**src/rtl/amstrad_mem_arbiter.sv**
```systemverilog
// Shares one SDRAM-controller port between video fetch, CPU and loader with fixed priority
// and CPU anti-starvation. Grant to mem_req is one cycle; the completion pulse follows mem_ack by one cycle.
module amstrad_mem_arbiter #(
  parameter logic [22:0] VRAM_BASE  = 23'h000000,
  parameter int          STARVE_MAX = 4
) (
  input  logic        clk,
  input  logic        reset,
  input  logic        vid_req,
  input  logic [14:0] vid_addr,
  output logic [15:0] vid_data,
  output logic        vid_valid,
  output logic        vid_overrun,
  input  logic        cpu_rd,
  input  logic        cpu_wr,
  input  logic [22:0] cpu_addr,
  input  logic [7:0]  cpu_wdata,
  output logic [7:0]  cpu_rdata,
  output logic        cpu_ack,
  input  logic        ld_wr,
  input  logic [22:0] ld_addr,
  input  logic [7:0]  ld_data,
  output logic        ld_busy,
  output logic        mem_req,
  output logic        mem_we,
  output logic [22:0] mem_addr,
  output logic [7:0]  mem_wdata,
  input  logic [15:0] mem_rdata,
  input  logic        mem_ack
);

  localparam logic [1:0] S_IDLE  = 2'd0;
  localparam logic [1:0] S_ISSUE = 2'd1;
  localparam logic [1:0] S_DONE  = 2'd2;

  localparam logic [1:0] G_VID = 2'd0;
  localparam logic [1:0] G_LD  = 2'd1;
  localparam logic [1:0] G_CPU = 2'd2;

  localparam logic [3:0] STARVE_LIM = 4'(STARVE_MAX);

  logic [1:0]  state;
  logic [1:0]  grant;
  logic        vid_pend;
  logic [14:0] vid_addr_q;
  logic        cpu_pend;
  logic        cpu_lvl_q;
  logic        cpu_we_q;
  logic [22:0] cpu_addr_q;
  logic [7:0]  cpu_wdata_q;
  logic        ld_pend;
  logic [22:0] ld_addr_q;
  logic [7:0]  ld_data_q;
  logic [3:0]  starve_cnt;

  logic        cpu_lvl;
  logic        cpu_edge;
  logic        cpu_force;
  logic        any_pend;
  logic        cpu_free;
  logic [1:0]  nxt_grant;
  logic [22:0] vid_mem_addr;

  assign cpu_lvl      = cpu_rd | cpu_wr;
  assign cpu_edge     = cpu_lvl & ~cpu_lvl_q;
  assign cpu_force    = cpu_pend && (starve_cnt == STARVE_LIM);
  assign any_pend     = vid_pend | ld_pend | cpu_pend;
  // The CPU slot can take a new edge in the same cycle its previous access retires.
  assign cpu_free     = !cpu_pend || (state == S_DONE && grant == G_CPU);
  assign vid_mem_addr = VRAM_BASE + {7'd0, vid_addr_q, 1'b0};

  assign mem_req = (state == S_ISSUE);
  assign ld_busy = ld_pend;

  always_comb begin
    nxt_grant = G_CPU;
    if (cpu_force)     nxt_grant = G_CPU;
    else if (vid_pend) nxt_grant = G_VID;
    else if (ld_pend)  nxt_grant = G_LD;
  end

  always_ff @(posedge clk) begin
    if (reset) begin
      state       <= S_IDLE;
      grant       <= G_VID;
      vid_pend    <= 1'b0;
      vid_addr_q  <= '0;
      vid_overrun <= 1'b0;
      vid_data    <= '0;
      vid_valid   <= 1'b0;
      cpu_pend    <= 1'b0;
      cpu_lvl_q   <= 1'b0;
      cpu_we_q    <= 1'b0;
      cpu_addr_q  <= '0;
      cpu_wdata_q <= '0;
      cpu_rdata   <= '0;
      cpu_ack     <= 1'b0;
      ld_pend     <= 1'b0;
      ld_addr_q   <= '0;
      ld_data_q   <= '0;
      starve_cnt  <= '0;
      mem_we      <= 1'b0;
      mem_addr    <= '0;
      mem_wdata   <= '0;
    end else begin
      cpu_lvl_q <= cpu_lvl;
      vid_valid <= 1'b0;
      cpu_ack   <= 1'b0;

      case (state)
        S_IDLE: begin
          if (any_pend) begin
            grant <= nxt_grant;
            state <= S_ISSUE;
            case (nxt_grant)
              G_VID: begin
                mem_addr  <= vid_mem_addr;
                mem_we    <= 1'b0;
                mem_wdata <= '0;
                // Video address is consumed here so a pulse during service queues the next fetch.
                vid_pend  <= 1'b0;
              end
              G_LD: begin
                mem_addr  <= ld_addr_q;
                mem_we    <= 1'b1;
                mem_wdata <= ld_data_q;
              end
              default: begin
                mem_addr  <= cpu_addr_q;
                mem_we    <= cpu_we_q;
                mem_wdata <= cpu_wdata_q;
              end
            endcase
            if (nxt_grant == G_CPU)
              starve_cnt <= '0;
            else if (cpu_pend && starve_cnt < STARVE_LIM)
              starve_cnt <= starve_cnt + 4'd1;
          end
        end
        S_ISSUE: begin
          if (mem_ack) begin
            state <= S_DONE;
            if (grant == G_VID) begin
              vid_data  <= mem_rdata;
              vid_valid <= 1'b1;
            end
            if (grant == G_CPU) begin
              cpu_ack <= 1'b1;
              if (!cpu_we_q)
                cpu_rdata <= cpu_addr_q[0] ? mem_rdata[15:8] : mem_rdata[7:0];
            end
          end
        end
        S_DONE: begin
          state <= S_IDLE;
          if (grant == G_LD)  ld_pend  <= 1'b0;
          if (grant == G_CPU) cpu_pend <= 1'b0;
        end
        default: state <= S_IDLE;
      endcase

      // Captures come last so a new request wins over a same-cycle clear.
      if (vid_req) begin
        vid_pend   <= 1'b1;
        vid_addr_q <= vid_addr;
        if (vid_pend) vid_overrun <= 1'b1;
      end
      if (cpu_edge && cpu_free) begin
        cpu_pend    <= 1'b1;
        cpu_addr_q  <= cpu_addr;
        cpu_wdata_q <= cpu_wdata;
        cpu_we_q    <= cpu_wr;
      end
      if (ld_wr && !ld_pend) begin
        ld_pend   <= 1'b1;
        ld_addr_q <= ld_addr;
        ld_data_q <= ld_data;
      end
    end
  end

endmodule

```
**config.mk**
```make
export PLATFORM = sky130hd
export DESIGN_NAME = amstrad_mem_arbiter
export DESIGN_NICKNAME = d
export VERILOG_FILES = /design/src/rtl/amstrad_mem_arbiter.sv
export SDC_FILE = /design/constraint.sdc
export NUM_CORES = 1
export LEC_CHECK = 0
export CAP_MARGIN = 30
export CORE_MARGIN = 4
export CORE_UTILIZATION = 40
export CTS_CLUSTER_DIAMETER = 150
export CTS_CLUSTER_SIZE = 20
export DETAILED_ROUTE_END_ITERATION = 10
export GPL_TIMING_DRIVEN = 0
export MAX_ROUTING_LAYER = met4
export PLACE_DENSITY = 0.74
export SETUP_SLACK_MARGIN = 0.05
export SYNTH_ARGS = -nofsm -noshare
export SYNTH_HDL_FRONTEND = slang
export SYNTH_SLANG_ARGS = --single-unit
```
**constraint.sdc**
```tcl
create_clock -name clk -period 3.53 [get_ports clk]
set_clock_uncertainty 0.15 [all_clocks]
set_input_delay 0.5295 -clock clk [delete_from_list [all_inputs] [get_ports clk]]
set_output_delay 0.5295 -clock clk [all_outputs]
set_load 0.01 [all_outputs]
```
==> flow_metrics.env <==
export IMPL_status="complete, no violations"
export IMPL_syn_area_mm2=0.005893
export IMPL_drc=0
export IMPL_final_nets=941
export IMPL_hp_class="register to register"
export IMPL_worst_pin_slew_ns=0.7902
export IMPL_grt_util_all_layers_pct=21.53
export IMPL_hold_violations=0
export IMPL_r2r_start="starve_cnt[0]$_SDFFE_PP0P_"
export IMPL_worstSetupPathType="register to output pin"
export IMPL_rows=44
export IMPL_cts_tree="built"
export IMPL_yosysSeqAreaShare_pct=50.62
export IMPL_reg2regPathDepth=7
export IMPL_dieArea_mm2=0.01674
export IMPL_min_from="mem_addr[14]$_SDFFE_PP0P_"
export IMPL_worst_setup_path_start_kind="register"
export IMPL_totalWireLength_um=17460
export IMPL_coreArea_mm2=0.01448
export IMPL_cp_end_kind="output pin"
export IMPL_ys_flop_type="dfxtp_1"
export IMPL_ys_types=40
export IMPL_async_flop_share_pct=0
export IMPL_leakage_nw=3.251
export IMPL_dpl_instance_area_mm2=0.007705
export IMPL_crit_path_max_fanout=5
export IMPL_area_delta_synth_final_pct=41.49
export IMPL_setup_slack_ns=1.290
export IMPL_cts_buffers=17
export IMPL_cts_hold_buf=0
export IMPL_drv_slew=0
export IMPL_power_w=0.004611
export IMPL_cts_root_buf="clkbuf_16"
export IMPL_p_per_area_mw_per_mm2=553.0
export IMPL_ctsResizeCount=0
export IMPL_crit_required_ns=2.85
export IMPL_die_h_um=129.4
export IMPL_diodes=0
export IMPL_ys_ff_latch=149
export IMPL_ir_worst_vdd_mv=0.3889
export IMPL_synthCells=662
export IMPL_fin_setup_tns_ns=0
export IMPL_yosysWarnings=0
export IMPL_rsz0062_at_grt="false"
export IMPL_io_buffers=158
export IMPL_min_to="mem_addr[14]$_SDFFE_PP0P_"
export IMPL_initial_core_util_pct=40.70
export IMPL_finalWeightedCongestion=0.8211
export IMPL_clk_latency_ns=0.42
export IMPL_finalSetupViolCount=0
export IMPL_design_area_mm2=0.008338
export IMPL_ant_nets=0
export IMPL_cts_htree_levels=4
export IMPL_drt_initial_drc_count=436
export IMPL_pre_cts_ws_ns=1.035
export IMPL_antenna_found_initial=0
export IMPL_vias_per_cell=5.232
export IMPL_layout_drive_gt1_share_pct=6.118
export IMPL_dp_hpwl_um=12770
export IMPL_hold_path_depth=2
export IMPL_syn_nets=764
export IMPL_relSlewSlack_pct=47.32
export IMPL_cts_sinks=149
export IMPL_io_pins=161
export IMPL_grt_max_degree=17
export IMPL_period_needed_ns=2.240
export IMPL_maxCapViolations=0
export IMPL_grt_pass1_wl_um=27080
export IMPL_firstDrtPassIters=6
export IMPL_max_clock_path_buffers=2
export IMPL_via_count=5410
export IMPL_avgSynthCellArea_um2=8.902
export IMPL_rrSetupSlack_ns=1.29
export IMPL_synth_edf_count=0
export IMPL_cts_clk_slew_worst_paths_ns=0.06
export IMPL_grt_pass1_vias=5221
export IMPL_fmax_ghz=0.4464
export IMPL_cts_setup_buffers=0
export IMPL_timing_rr_end="mem_wdata[7]$_SDFFE_PP0P_"
export IMPL_die_width_um=129.4
export IMPL_finalCritPeriodShare_pct=63.46
export IMPL_cp_data_arrival_time_ns=1.56
export IMPL_gr_total_overflow=0
export IMPL_wl_per_cell_um=16.89
==> cell type report <==
| type | instances | area [um2] |
|---|---|---|
| multi-input combinational | 453 | 2644 |
| buffer | 53 | 240.2 |
| fill | 1302 | 6141 |
| inverter | 7 | 26.28 |
| sequential | 149 | 2983 |
| clock buffer | 23 | 488.0 |
| clock inverter | 7 | 145.1 |
| timing repair buffer | 158 | 1582 |
| tap | 184 | 230.2 |
==> worst max path at each step <==
stage	startpoint	to	slack, ns	depth (start not counted)
6_report	state[0]$_SDFFE_PP0P_	mem_req	1.29	2
5_1_grt	state[0]$_SDFFE_PP0P_	mem_req	1.16	2
4_1_cts	state[0]$_SDFFE_PP0P_	mem_req	1.27	2
3_5_place_dp	mem_ack	vid_data[14]$_SDFFE_PP0P_	1.04	6
3_3_place_gp	mem_ack	vid_data[12]$_SDFFE_PP0P_	1.02	6
2_1_floorplan	starve_cnt[0]$_SDFFE_PP0P_	mem_addr[16]$_SDFFE_PP0P_	1.73	8
==> sequential cells by signal, summed over array words and instances, names as in the netlist <==
name / count
cpu_addr_q: 23
vid_data: 16
cpu_wdata_q: 8
ld_addr_q: 23
vid_pend: 1
grant: 2
cpu_we_q: 1
cpu_pend: 1
ld_data_q: 8
ld_busy: 1
cpu_lvl_q: 1
mem_wdata: 8
cpu_rdata: 8
mem_addr: 23
vid_addr_q: 15
mem_we: 1
vid_overrun: 1
cpu_ack: 1
starve_cnt: 4
state: 2
vid_valid: 1
==> power breakdown <==
group	internal [W]	switching, W	leakage (nW)	total, W
Combinational	0.000390	0.000382	1.72	0.000772
Sequential	0.00181	0.0000850	1.22	0.00190
Clock	0.00125	0.000687	0.306	0.00194
Total	0.00346	0.00115	3.25	0.00461
==> critical path, stage by stage, from the launching register on <==
cell and delay [ns]:
dfxtp_1 0.37, nor2b_1 0.18, clkdlybuf4s50_1 0.59
==> kinds of logic after synthesis <==
kind of cell,after synthesis,synth area share [%]
and+or+nand+nor,250,18.28
buffers and inverters,60,4.522
AOI/OAI and AO/OA,146,16.82
DFF,149,50.62
adders and majority gates,2,0.4246
muxes,55,9.342
==> cells in the final DEF (no fill, tap or decap), types with 7 or more instances in the layout <==
| cell type | count |
|---|---|
| clkdlybuf4s50_1 | 158 |
| dfxtp_1 | 149 |
| nand2_1 | 104 |
| nor2_1 | 92 |
| a21oi_1 | 70 |
| mux2i_1 | 55 |
| clkbuf_1 | 36 |
| nor3_1 | 18 |
| clkbuf_16 | 17 |
| a221oi_1 | 16 |
| nor2b_1 | 14 |
| o221ai_1 | 14 |
| a31oi_1 | 13 |
| o211a_1 | 13 |
| buf_2 | 12 |
| a211oi_1 | 11 |
| inv_1 | 7 |
==> synth_stat cells, types with 2 or more instances <==
master       n  share of area [%]
nor2_2       2               0.21
dfxtp_1    149                 51
inv_1        7               0.45
or3_1        2               0.21
buf_6        3               0.57
a221oi_1    16                2.4
nand4b_1     2               0.30
o211a_1     13                2.2
nor2b_1     14                1.5
a2bb2oi_1    2               0.30
mux2i_1     55                9.3
a211oi_1    11                1.4
nor3_1      18                1.5
buf_1        3               0.19
nand2_1    104                6.6
buf_2       12                1.0
a31oi_1     13                1.4
clkbuf_1    34                2.2
nand4_1      2               0.21
o221ai_1    14                2.1
a21oi_1     70                5.9
nand2b_1     4               0.42
nand3_1      2               0.17
nor2_1      92                5.9
ha_1         2               0.42
nor3_2       2               0.34
==> per-layer routing <==
metal	vias up	track usage, %	part of all wire, %
li1	2667	-	-
met1	2523	27.49	45
met2	190	33.14	46
met4	0	8.091	2.3
met3	30	5.235	6.9
met5	-	-	0
==> stage by stage <==
| stage | instances | utilization [%] | hold slack (ns) |
|---|---|---|---|
| after floorplan | 662 | - | 0.2861 |
| after global placement | 1004 | 53.21 | 0.2892 |
| after detailed placement | 1004 | 53.21 | 0.2928 |
| after CTS | 1034 | 57.59 | 0.3014 |
| after global routing | 1034 | 57.59 | 0.3192 |
| final | 1034 | 57.59 | 0.2996 |
Note: power is estimated with default switching activity, not from simulation.
